### config.mk
export PLATFORM = sky130hd
export DESIGN_NAME = instr_fetch
export DESIGN_NICKNAME = d
export VERILOG_FILES = /design/src/rtl/instr_fetch.sv
export SDC_FILE = /design/constraint.sdc
export NUM_CORES = 1
export LEC_CHECK = 0
export BUFFER_PORTS_ARGS = -buffer_cell sky130_fd_sc_hd__buf_2
export CAP_MARGIN = 40
export CORE_MARGIN = 2
export CORE_UTILIZATION = 50
export CTS_BUF_LIST = sky130_fd_sc_hd__clkbuf_16
export CTS_CLUSTER_DIAMETER = 150
export DETAILED_ROUTE_END_ITERATION = 8
export HOLD_SLACK_MARGIN = 0.06
export PLACE_DENSITY = 0.66
export SLEW_MARGIN = 40
export SYNTH_ARGS = -nofsm -noshare
export SYNTH_HDL_FRONTEND = slang
export SYNTH_SLANG_ARGS = --single-unit
### constraint.sdc
create_clock -name clk -period 5 [get_ports clk]
set_input_delay 0.75 -clock clk [delete_from_list [all_inputs] [get_ports clk]]
set_output_delay 0.75 -clock clk [all_outputs]
set_load 0.02 [all_outputs]
### src/rtl/instr_fetch.sv
// rtl/instr_fetch.sv - instruction fetch stage with loadable local instruction memory
//
// Purpose: holds a small program in an internal IMEM_DEPTH x 32 memory and
// streams it, one word per cycle, into a registered output stage with a
// valid/ready handshake. Fetching starts at RESET_PC on a start pulse and
// stops at the first all-zero word or after the last memory word.
//
// Ports:
//   clk          clock, rising edge
//   reset        asynchronous active-high reset (memory contents preserved)
//   load_en      memory write strobe, honoured in IDLE only
//   load_addr    memory word address for the write
//   load_data    instruction word to write
//   start        pulse: begin fetching at RESET_PC (from IDLE or HALT)
//   instr_ready  decode stage accepts instrCode this cycle
//   instrCode    registered instruction word
//   instr_valid  instrCode/pc_out hold a valid, unconsumed instruction
//   pc_out       byte address of the word in instrCode
//   busy         fetching (RUN) or waiting for the last word to drain (DRAIN)
//   halted       program finished, waiting for a restart

module instr_fetch #(
  parameter int unsigned IMEM_DEPTH = 32,
  parameter logic [31:0] RESET_PC   = 32'h0000_0000
) (
  input  logic                          clk,
  input  logic                          reset,
  input  logic                          load_en,
  input  logic [$clog2(IMEM_DEPTH)-1:0] load_addr,
  input  logic [31:0]                   load_data,
  input  logic                          start,
  input  logic                          instr_ready,
  output logic [31:0]                   instrCode,
  output logic                          instr_valid,
  output logic [31:0]                   pc_out,
  output logic                          busy,
  output logic                          halted
);

  localparam int unsigned     AW       = $clog2(IMEM_DEPTH);
  // Low two bits of the start address are dropped: fetches are word aligned.
  localparam logic [31:0]     START_PC = {RESET_PC[31:2], 2'b00};
  localparam logic [AW-1:0]   LAST_IDX = AW'(IMEM_DEPTH - 1);

  typedef enum logic [1:0] {
    IDLE  = 2'd0,
    RUN   = 2'd1,
    DRAIN = 2'd2,
    HALT  = 2'd3
  } state_t;

  state_t state;
  state_t state_next;

  logic [31:0] imem [IMEM_DEPTH];

  logic [31:0] pc;
  logic [31:0] pc_next;
  // primed is cleared on every entry into RUN; the first RUN cycle only sets
  // it, so the first word is presented two edges after start. This also lets
  // a load issued together with start land before that word is read.
  logic        primed;
  logic        primed_next;
  logic [31:0] code_next;
  logic [31:0] pc_out_next;
  logic        valid_next;
  logic        mem_we;

  logic [AW-1:0] pc_idx;
  logic [31:0]   fetch_word;
  logic          advance;
  logic          at_last;

  assign pc_idx     = pc[AW+1:2];
  assign fetch_word = imem[pc_idx];
  assign at_last    = (pc_idx == LAST_IDX);
  // The output register may only be replaced when empty or being consumed.
  assign advance    = !instr_valid || instr_ready;

  assign busy   = (state == RUN) || (state == DRAIN);
  assign halted = (state == HALT);

  // Instruction memory: no reset so a program survives reset.
  always_ff @(posedge clk) begin
    if (mem_we) begin
      imem[load_addr] <= load_data;
    end
  end

  always_ff @(posedge clk or posedge reset) begin
    if (reset) begin
      state <= IDLE;
    end else begin
      state <= state_next;
    end
  end

  always_ff @(posedge clk or posedge reset) begin
    if (reset) begin
      pc          <= START_PC;
      primed      <= 1'b0;
      instrCode   <= 32'h0000_0000;
      pc_out      <= 32'h0000_0000;
      instr_valid <= 1'b0;
    end else begin
      pc          <= pc_next;
      primed      <= primed_next;
      instrCode   <= code_next;
      pc_out      <= pc_out_next;
      instr_valid <= valid_next;
    end
  end

  always_comb begin
    state_next  = state;
    pc_next     = pc;
    primed_next = primed;
    code_next   = instrCode;
    pc_out_next = pc_out;
    valid_next  = instr_valid;
    mem_we      = 1'b0;

    unique case (state)
      IDLE: begin
        mem_we = load_en;
        if (start) begin
          state_next  = RUN;
          pc_next     = START_PC;
          primed_next = 1'b0;
        end
      end

      RUN: begin
        if (!primed) begin
          primed_next = 1'b1;
        end else if (advance) begin
          if (fetch_word == 32'h0000_0000) begin
            // End marker: never presented.
            valid_next = 1'b0;
            state_next = HALT;
          end else begin
            code_next   = fetch_word;
            pc_out_next = pc;
            valid_next  = 1'b1;
            pc_next     = pc + 32'd4;
            if (at_last) begin
              // Last word presented; no wrap back to address 0.
              state_next = DRAIN;
            end
          end
        end
      end

      DRAIN: begin
        if (instr_valid && instr_ready) begin
          valid_next = 1'b0;
          state_next = HALT;
        end
      end

      HALT: begin
        if (start) begin
          state_next  = RUN;
          pc_next     = START_PC;
          primed_next = 1'b0;
        end
      end

      default: begin
        state_next = IDLE;
      end
    endcase
  end

endmodule
==> flow_summary.yaml <==
drt:
  postRouteAntennaNets: 0
  wl_mm: 111
  vias: 23400
  first_pass_iters: 5
  drc: 0
  viasPerCell: 6.38
  first_iter_violations: 2972
  post_drt_wl_per_cell_um: 30.3
yosys:
  synth.avg_cell_area_um2: 19.6
  synth_edf_count: 1024
  async_flop_share: 0.0857
  synth_area_leaders: "edfxtp_1, mux4_2, dfrtp_1, mux2i_1, a22oi_1"
  ys_seq_area_frac: 0.758
  synth_ff_type: "edfxtp_1"
  synth.cell_area_um2: 43700
  ys_types: 60
  synth_top_area_cell: "edfxtp_1"
  synth_warnings: 0
  synthTopCellsByCount: "edfxtp_1, mux4_2, mux2i_1"
  synth_top_area_share: 0.703
  syn_inst: 2230
  ys_seq_elements: 1120
  synth_most_common_cell: "edfxtp_1"
timing:
  clock.fmax_mhz: 222
  rsz0062_at_grt: "no"
  drv_slew: 0
  period_share: 0.902
  skew_ns: 0.0615
  setup_slack_ns: 0.490
  relSlewSlack: 0.419
  hold_viol: 0
  setup_viol: 0
  max_slew.worst_pin.slew_ns: 0.872
  finalSetupTns_ns: 0
  min_period_ns: 4.51
placed_design:
  port_buffers: 106
  dp_hpwl_mm: 64.7
  pre_cts_slack_ns: 0.571
  place_congestion: 0.818
  placed_area_um2: 46500
setup_path:
  crit_path_end_kind: "flop"
  path_class: "flop to flop"
  worst_path_max_delay_cell: "dfrtp_4"
  cp_max_fo: 64
  crit_family: "compound AO/OA/AOI/OAI gates"
  cp_slowest_stage_delay_ns: 0.66
  critPathLaunchType: "flop"
  cp_cell_sequence: "buf_4 > mux4_2 > a22o_1 > a211oi_1 > o22ai_1 > or4_4 > o41a_4 > nand2_8 > mux2_2"
  cp_data_required_time_ns: 5.58
  worst-path-buf-inv: 1
  critPathArrivalTime_ns: 5.09
die:
  fp.dieH_um: 300
  die_w_um: 300
  fp-row-count: 108
  core_area_um2: 86800
  io_pins: 109
  dieArea_um2: 89900
  initial_core_util: 0.504
global_routing:
  grt_max_degree: 65
  grt_pass1_vias: 23200
  gr-total-overflow: 0
  grt_usage: 0.249
  grt_pass1_wl_mm: 162
  antenna_found_initial: 5
layout:
  antennaDiodeCount: 0
  area_growth_pct: 14.8
  post-route-util: 0.579
  final_area_um2: 50200
  multi_input_area_um2: 10100
  ff_latch_area_um2: 33200
  drive_gt1_frac: 0.262
  fill_cells: 6363
  nets: 2471
clocking:
  ctsResizeCount: 0
  clk_latency_ns: 0.71
  clk_pin_slew_ns: 0.06
  cts_tree: "built"
  cts_sinks: 1120
  clk_path_buf_depth: 3
  ctsHoldBuffers: 0
  numCtsBuffers: 111
  postCtsSetupRepairBufs: 0
  cts-root-buf: "clkbuf_16"
  cts.htree.levels: 3
power:
  vdd_drop_max_v: 0.000279
  leakage_nw: 16.3
  power_per_cell_area_nw_per_um2: 470
status:
  status: "finished, final reports clean"
flow_run:
  cap_viol_max_count: 0
hold_path:
  hold_class: "input port to async pin"
-- cell families (layout without fill, tap and decap cells) --
kind of cell	count (synthesis)	count (layout)	synth area share
compound gates	339	339	0.0560
fa+ha+maj	7	7	0.00200
buf+inv	149	437	0.0175
flops	1120	1120	0.758
mux	347	347	0.136
other cells	1	2	0.0000857
simple gates	267	267	0.0307
-- path summary, 6_finish.rpt --
| check | start | endpoint | slack [ns] | cells after the start |
|---|---|---|---|---|
| worst max-delay path | pc[2] | pc_out[30] | 0.49 | 9 |
| worst min-delay path | reset | pc_out[28] | 0.11 | 2 |
| worst max register to register | pc[2] | pc_out[30] | 0.49 | 9 |
| worst min register to register | pc_out[24] | pc_out[24] | 0.49 | 1 |
| max in group asynchronous | reset | instrCode[25] | 3.82 | 3 |
| min in group clk | start | primed | 0.37 | 2 |
-- metal layers --
metal	vias to the layer above	share of wire	track usage
met2	1267	0.47	0.389
li1	9656	-	-
met4	2	0.022	0.0683
met3	156	0.097	0.0415
met1	12400	0.41	0.369
met5	-	0.000081	0
-- registers in the layout, indices dropped and copies added (netlist names) --
| register | flops |
|---|---|
| primed | 1 |
| pc_out | 30 |
| instrCode | 32 |
| imem | 1024 |
| instr_valid | 1 |
| pc | 30 |
| state | 2 |
-- per-stage QoR --
stage	hold WS, ns	std cells	power [W]
2_1_floorplan	0.467	2231	0.0140
3_3_place_gp	0.470	3448	0.0154
3_5_place_dp	0.478	3463	0.0155
4_1_cts	0.216	3673	0.0237
5_1_grt	0.160	3674	0.0244
6_report	0.111	3674	0.0236
-- layout make-up --
type | instances | share of cell area
Tap cell | 1155 | 0.0288
Timing Repair Buffer | 213 | 0.0354
Inverter | 14 | 0.00117
Sequential cell | 1120 | 0.660
Multi-Input combinational cell | 962 | 0.202
Clock buffer | 111 | 0.0553
Clock inverter | 99 | 0.0176
-- worst register-to-register path: stages (launching register included) --
cell	delay [ns]
dfrtp_4	0.66
buf_4	0.38
mux4_2	0.56
a22o_1	0.25
a211oi_1	0.35
o22ai_1	0.18
or4_4	0.58
o41a_4	0.57
nand2_8	0.44
mux2_2	0.43
-- where the power goes --
| part | internal [W] | switching, W |
|---|---|---|
| registers | 0.0104 | 0.000250 |
| clock network | 0.00477 | 0.00351 |
| logic | 0.00187 | 0.00277 |
| total | 0.0171 | 0.00652 |
-- layout by cell type, fill, tap and decap left out, types with 6 or more instances in the layout --
cell type / count
edfxtp_1: 1024
mux4_2: 192
clkbuf_16: 111
buf_2: 106
mux2i_1: 97
nand2_1: 92
dfrtp_1: 92
buf_4: 74
o21ai_0: 69
a22oi_1: 55
nand4_1: 41
mux2_2: 36
nor2_4: 34
o22a_1: 33
inv_1: 33
clkinv_1: 28
clkinv_2: 24
mux2_1: 22
a31oi_1: 22
o31ai_1: 21
and3_1: 20
nand3_1: 19
a21oi_1: 18
o221ai_1: 17
a22o_1: 17
nor2_1: 17
buf_12: 17
a221oi_1: 16
a211oi_1: 15
o21a_1: 14
bufinv_16: 14
o22ai_1: 13
o41ai_1: 12
nand3b_1: 9
buf_16: 9
buf_8: 7
ha_1: 6
Note: power is estimated with default switching activity, not from simulation.
